### src/rtl/uart_tx.sv
// UART transmitter: byte FIFO feeding a start/data/parity/stop serialiser.
// Frame format and bit timing are set at run time and match the receive side.
module uart_tx #(
  parameter int FIFO_DEPTH = 16,
  parameter int FIFO_AW    = 4
) (
  input  logic        mclk,
  input  logic        n_reset,
  input  logic [15:0] baud_max_cnt,
  input  logic [1:0]  parity_sel,
  input  logic        stop_sel,
  input  logic [7:0]  wr_data,
  input  logic        wr_en,
  output logic        full,
  output logic        empty,
  output logic        wr_overflow,
  output logic        busy,
  output logic        tx_done,
  output logic        txd
);

  typedef enum logic [1:0] {IDLE, LOAD, SEND} state_t;

  localparam logic [FIFO_AW:0] DEPTH_CNT = (FIFO_AW+1)'(FIFO_DEPTH);

  state_t             state;
  logic [7:0]         mem [FIFO_DEPTH];
  logic [FIFO_AW-1:0] wr_ptr, rd_ptr;
  logic [FIFO_AW:0]   count, count_next;
  logic               push, pop;

  logic [7:0]  sh;
  logic        par, cfg_par_en, cfg_stop;
  logic [15:0] cnt1;
  logic [3:0]  cnt2, last_pos, next_pos;
  logic        next_bit;

  assign push = wr_en & ~full;
  assign pop  = (state == IDLE) & ~empty;
  assign busy = (state != IDLE);

  // NOTE: every always_comb output gets a default first so no path can infer a latch.
  always_comb begin
    count_next = count;
    if (push && !pop)      count_next = count + (FIFO_AW+1)'(1);
    else if (pop && !push) count_next = count - (FIFO_AW+1)'(1);
  end

  // NOTE: the storage array is deliberately not reset; count and pointers define validity.
  always_ff @(posedge mclk) begin
    if (push) mem[wr_ptr] <= wr_data;
  end

  always_ff @(posedge mclk or negedge n_reset) begin
    if (!n_reset) begin
      wr_ptr      <= '0;
      rd_ptr      <= '0;
      count       <= '0;
      full        <= 1'b0;
      empty       <= 1'b1;
      wr_overflow <= 1'b0;
    end else begin
      if (push) wr_ptr <= wr_ptr + FIFO_AW'(1);
      if (pop)  rd_ptr <= rd_ptr + FIFO_AW'(1);
      count       <= count_next;
      full        <= (count_next == DEPTH_CNT);
      empty       <= (count_next == '0);
      wr_overflow <= wr_en & full;
    end
  end

  // Position 9 is parity only when the frame carries one; everything past the data is stop.
  assign last_pos = 4'd9 + {3'b000, cfg_par_en} + {3'b000, cfg_stop};
  assign next_pos = cnt2 + 4'd1;

  always_comb begin
    next_bit = 1'b1;
    if (next_pos >= 4'd1 && next_pos <= 4'd8) next_bit = sh[3'(next_pos - 4'd1)];
    else if (next_pos == 4'd9 && cfg_par_en)  next_bit = par;
  end

  always_ff @(posedge mclk or negedge n_reset) begin
    if (!n_reset) begin
      state      <= IDLE;
      sh         <= '0;
      par        <= 1'b0;
      cfg_par_en <= 1'b0;
      cfg_stop   <= 1'b0;
      cnt1       <= '0;
      cnt2       <= '0;
      txd        <= 1'b1;
      tx_done    <= 1'b0;
    end else begin
      tx_done <= 1'b0;
      case (state)
        IDLE: begin
          txd <= 1'b1;
          if (!empty) begin
            sh    <= mem[rd_ptr];
            state <= LOAD;
          end
        end
        LOAD: begin
          par        <= (parity_sel == 2'd2) ? ~^sh : ^sh;
          cfg_par_en <= (parity_sel == 2'd1) || (parity_sel == 2'd2);
          cfg_stop   <= stop_sel;
          cnt1       <= '0;
          cnt2       <= '0;
          txd        <= 1'b0;
          state      <= SEND;
        end
        SEND: begin
          if (cnt1 == baud_max_cnt) begin
            cnt1 <= '0;
            if (cnt2 == last_pos) begin
              txd     <= 1'b1;
              tx_done <= 1'b1;
              state   <= IDLE;
            end else begin
              cnt2 <= next_pos;
              txd  <= next_bit;
            end
          end else begin
            cnt1 <= cnt1 + 16'd1;
          end
        end
        default: state <= IDLE;
      endcase
    end
  end

endmodule

### config.mk
export PLATFORM = sky130hd
export DESIGN_NAME = uart_tx
export DESIGN_NICKNAME = d
export VERILOG_FILES = /design/src/rtl/uart_tx.sv
export SDC_FILE = /design/constraint.sdc
export NUM_CORES = 1
export LEC_CHECK = 0
export ABC_AREA = 1
export CAP_MARGIN = 10
export CORE_MARGIN = 5
export CORE_UTILIZATION = 30
export CTS_CLUSTER_DIAMETER = 50
export DETAILED_ROUTE_END_ITERATION = 12
export GPL_TIMING_DRIVEN = 0
export RECOVER_POWER = 50
export SLEW_MARGIN = 25
export SYNTH_ARGS = -nofsm -noshare
export SYNTH_HDL_FRONTEND = slang
export SYNTH_SLANG_ARGS = --single-unit
### constraint.sdc
create_clock -name mclk -period 1.5 [get_ports mclk]
set_input_delay 0.45 -clock mclk [delete_from_list [all_inputs] [get_ports mclk]]
set_output_delay 0.45 -clock mclk [all_outputs]
set_load 0.02 [all_outputs]
### Yosys cells after proc, flatten, opt, wreduce, memory -nomap -nowiden

Memory sizes are Yosys's and may differ from the RTL's. A register that Yosys moved wholly into a read port is not among the register bits.
Cells that the tools add are included.

* $add $sub $neg: 9
* magnitude comparators: 3
* equal/unequal tests: 12
* muxes and demuxes: 24
* bitwise logic cells: 5
* reduce and logical (&&, ||, !) cells: 19

Operators by type and width (number)
* 16-bit case mux with 2 select lines: 1
* 16-bit by 1-bit adder with 16-bit output (second input constant): 1
* 16-bit == test: 1
* 16-bit two-way mux: 1
* 4-bit by 1-bit adder with 4-bit output (second input constant): 3
* 1-bit two-way mux: 11
* 5-bit two-way mux: 2
* 4-bit two-way mux: 2
* 2-bit inequality test (second input constant): 4
* 4-bit case mux with 2 select lines: 1
* 8-bit XNOR reduction: 1
* 8-bit XOR reduction: 1
* 2-bit two-way mux: 3
* 2-bit case mux with 3 select lines: 1
* 3-bit AND reduction: 2
* 5-bit by 1-bit adder with 5-bit output (second input constant): 1
* 5-bit == test (second input constant): 1
* 5-bit zero test: 1
* 5-bit by 1-bit subtractor with 5-bit output (second input constant): 1
* 4-bit by 1-bit adder with 4-bit output: 1
* 4-bit by 1-bit adder with 4-bit output (first input constant): 1
* 2-bit by 1-bit == test with 1-bit output (second input constant): 2
* 2-bit == test (second input constant): 2
* 4-bit == test: 1
* 16 further kinds: 26

* register bits after elaboration: 43
* memory bits (writable): 128
* output and inout bits: 6
* logic and storage cells: 87
* memories kept: 1

Memories
* mem: words 16, bits a word 8, read ports 1, clocked after memory_dff 1, write ports 1, RTL line 27 `logic [7:0] mem [FIFO_DEPTH];`

### Depth between registers and ports, before layout

* depth after elaboration: 8
* mapped depth: 13
* depth with buffers taken out: 13

### Worst setup path before layout

OpenSTA, ideal clock, no wires.

* kind: register -> register
* start point: reg state[0]
* end point: reg cnt1[10]
* arrival: 1.594 ns
* data required time: 1.429 ns
* path slack: -0.166 ns
* cell stages (with the launch flop): 12
* buffers on the path: 1
* clock period less this slack: 1.666 ns
* cells stage by stage: dfrtp_1 inv_1 ha_1 buf_4 inv_1 nor2_2 nand2_1 nor2_1 nand2_1 nor2_1 a21oi_1 nor2_1

* word-level cells in the longest chain between the ends: 2
* elaborated cells on any way between the ends: 4

RTL lines
* from (decl): RTL line 26 `state_t state;`
* from (signal assigned): RTL line 84 `state <= IDLE;`
* from (signal assigned): RTL line 100 `state <= LOAD;`
* from (signal assigned): RTL line 110 `state <= SEND;`
* 2-bit == test or 2-bit by 1-bit == test with 1-bit output (tied branches): RTL line 95 `case (state)`
* 16-bit case mux with 2 select lines or 2-bit nonzero test (tied branches)
* to (signal assigned): RTL line 124 `cnt1 <= cnt1 + 16'd1;`
* to (decl): RTL line 34 `logic [15:0] cnt1;`

Parallel ways exist; a longest one is shown, timed or not.
A chain may end at the register's enable or synchronous reset.

### Worst setup path after layout

* start point: reg state[1]
* end point: out busy

* word-level cells in the longest chain between the ends: 1

RTL lines
* 2-bit nonzero test: RTL line 40 `assign busy = (state != IDLE);`
* to (decl): RTL line 17 `output logic busy,`

Every way passes these cells.

==> key figures <==
Worst setup path
  • Flop2flop setup slack: -0.19 ns
  • Slowest CP cell: dfrtp_1
  • Reg-to-Reg Start: rd_ptr[0]
  • Crit path launch type: register
  • CP Capture Type: output pin
  • Worst EP required: between 1 and 1.5 ns
  • Max stage delay on crit path: 0.40 ns
  • Worst reg-to-reg path cell count: 9
  • Crit path arrival time: 1.24 ns
  • CP startpoint: state[1]
  • Worst flop-to-flop path endpoint: sh[0]
  • Critical Path Sink: busy
  • Critical path cell sequence: inv_2, ha_4, inv_4, buf_6
  • Crit Path Category: register to output pin
  • Worst-path fanout max: 3

Routing
  • # DRC: 0
  • Antenna Violating Nets Remaining: 0
  • Starting DRT DRC Count: 595
  • Via count: 6159
  • Routed vias/inst: 4.95
  • Total Wirelength: 22.3 mm
  • First drt pass iteration count: 5
  • DR WL/cell: about 18 microns

Die
  • Die area: 0.0307 sq mm
  • Die Width: 175 microns
  • Starting Density: 30.4%
  • Die height: 175 microns
  • Io pins: 36
  • Core area: ~0.027 sq mm
  • Number of core rows: 60

Clock network
  • Clk slew on worst S/H paths: around 0.07 ns
  • # clock sinks: roughly 180
  • Clock buffer depth: 2
  • Worst-Skew Late Latency: between 0.4 and 0.5 ns
  • CTS tree: done
  • Clock root cell: clkbuf_16
  • Total CTS buffers: 17
  • # H-tree levels: 4
  • Hold_buf cts: 0

Timing
  • Max-slew headroom: approximately an eighth
  • Max frequency: 592 MHz
  • Hold slack: 0.290 ns
  • Least-Margin Pin Slew: 1.31 ns
  • Final setup viols: 61
  • Crit path time final: 1.69 ns
  • Final hold viol count: 0
  • Clock Skew: around 0.013 ns
  • Tcrit/Tclk final: 113%
  • Unrepaired setup endpoints after global routing: yes
  • Final worst setup slack: -0.190 ns
  • Pins over their slew limit: 0

Global routing
  • Largest net degree at the start of global routing: 52
  • GR Util All Layers: 14.1%
  • Total gr overflow: 0
  • First-pass GRT wire length: ~34 mm
  • Antenna violations before repair: 0
  • Vias in the first global route: between 6000 and 7000

Placement
  • Input/output buffers: 35
  • RePlAce Congestion: 0.845
  • Post-DP Area: 0.00902 sq mm
  • Final HPWL DP: roughly 13 mm

Job
  • Max-cap check violation count: 0

Layout
  • Area delta synth->final: 40.7%
  • Layout cell share with drive strength beyond 1: approximately a third
  • Post-Layout Inst Area: 0.0115 sq mm
  • Final Net Count: 940
  • Antenna diodes: 0
  • Filler Cells Inserted: ~2400

Pwr
  • Switching power of the nets: 0.00371 W
  • Maximum VDD drop: 725 uV
  • Internal: ~0.0091 W
  • Clock Power Share: a little over a third
  • PwrDens: between 1000 and 1500 mW/mm^2
  • Power share of the combinational group: 17.5%
  • Sequential share of power: between 40% and 50%
  • Pleak: 4.33 nW
  • Switch share: 29.0%

Yosys
  • Most frequent cell after synthesis: edfxtp_1
  • EDFF count, synth: 128
  • Share of the synthesized area in the top cell type: 46.9%
  • Mapped Cells: 763
  • Top cell type by total area after synthesis: edfxtp_1
  • Synth top area cells: edfxtp_1 (47%), dfrtp_1 (15%), nand2_1 (5.8%)
  • YS warnings: 0
  • Main synth FF type: edfxtp_1
  • Asr flop ratio synth: 28.5%
  • Avg Cell Area, Syn: approximately 11 sq um
  • Distinct cells, synth: 30
  • Synth Register Bits: 179
  • Post-Syn Area: 0.00819 sq mm
  • Commonest cells post-synth: edfxtp_1 (128), nand2_1 (127), nor2_1 (120), inv_1 (50), dfrtp_1 (49)
  • Seq/Total Area, Yosys: a little over three fifths
  • Syn Nets: 812

Status
  • Status: complete, but fails checks
  • Failing checks: setup timing

Worst hold path
  • Hold Crit Class: input port to asynchronous set/reset pin
[flip-flops by register name, indices dropped and copies added (netlist names), 2 cells and up]
| signal | count |
|---|---|
| sh | 8 |
| mem | 128 |
| cnt2 | 4 |
| state | 2 |
| cnt1 | 16 |
| count | 5 |
| rd_ptr | 4 |
| wr_ptr | 4 |
[logic make-up (layout without fill, tap and decap cells)]
group                      Yosys count  count (layout)  share of synthesized area (%)
AOI/OAI and AO/OA                  136             136                           10.9
xor gates and xnor gates            39              39                           4.17
adders and majority gates           19              19                           2.90
buffers and inverters               84             225                           4.26
DFF                                179             179                           62.5
and+or+nand+nor                    306             306                           15.2
[cells in the final DEF (no fill, tap or decap), types with 20 or more instances in the layout]
| cell type | instances |
|---|---|
| nand2_1 | 98 |
| dfrtp_1 | 41 |
| inv_1 | 35 |
| nand2_2 | 21 |
| o21ai_0 | 21 |
| edfxtp_1 | 128 |
| buf_4 | 51 |
| xor2_1 | 32 |
| o21bai_1 | 28 |
| clkbuf_16 | 20 |
| nor2_4 | 24 |
| nand3_1 | 31 |
| nor2_1 | 80 |
[critical path: cells and delay by family, from the launching register on]
kind | cells | cell delay [ns]
buf+inv | 3 | 0.25
fa+ha+maj | 1 | 0.16
flops | 1 | 0.40
[routing by layer]
layer  track usage (%)  vias up  wire length (microns)
li1                  -     2906                      -
met1              18.2     3031                   9180
met5                 0        -                      0
met2              23.6      184                  11300
met4              5.60        0                    622
met3              2.51       38                   1180
[power by group through the flow]
| stage | sequential (W) | clock, W | combinational (W) |
|---|---|---|---|
| 3_5_place_dp | 0.00619 | 0 | 0.00140 |
| 6_report | 0.00612 | 0.00445 | 0.00224 |
| 5_1_grt | 0.00616 | 0.00476 | 0.00243 |
| 2_1_floorplan | 0.00614 | 0 | 0.000913 |
| 3_3_place_gp | 0.00618 | 0 | 0.00138 |
| 4_1_cts | 0.00609 | 0.00452 | 0.00203 |
[how the worst min path moves through the flow]
stage / from / endpoint / slack (ns) / depth (start not counted)
after global placement: txd / txd / 0.46 / 2
after detailed placement: txd / txd / 0.46 / 2
after floorplan: n_reset / cfg_par_en / 0.15 / 0
after global routing: parity_sel[1] / cfg_par_en / 0.39 / 3
after CTS: n_reset / cnt1[5] / 0.07 / 1
final: n_reset / cnt1[5] / 0.29 / 1
[cell type report]
cell class / count / area, sq um / share of cell area (%)
clock inverters: 14 / 161 / 1.40
well taps: 341 / 427 / 3.70
plain buffers: 28 / 325 / 2.82
inverters: 52 / 226 / 1.97
repair buffers: 113 / 1280 / 11.1
flip-flops and latches: 179 / 5130 / 44.5
clock buffers: 18 / 429 / 3.72
multi-input cells: 500 / 3540 / 30.7
[repair_timing]
item	CTS	global route
buffers inserted	51	21
pin swaps	70	73
endpoints found under the setup margin	172	79
cloned	5	2
endpoints found under the hold margin	0	0
resized for setup	204	132
[per-stage QoR]
step	utilization [%]	TNS, ns	setup WS (ns)	std cells	power (W)
finish	42.8	-4.55	-0.190	1245	0.0128
global placement	33.5	-236.54	-1.81	1139	0.00756
global route	42.8	-8.27	-0.238	1245	0.0133
CTS	40.4	-1.99	-0.210	1226	0.0126
floorplan	-	-7.62	-0.0941	763	0.00705
detailed placement	33.5	-155.79	-1.06	1139	0.00759
(Power assumes the default switching activity.)
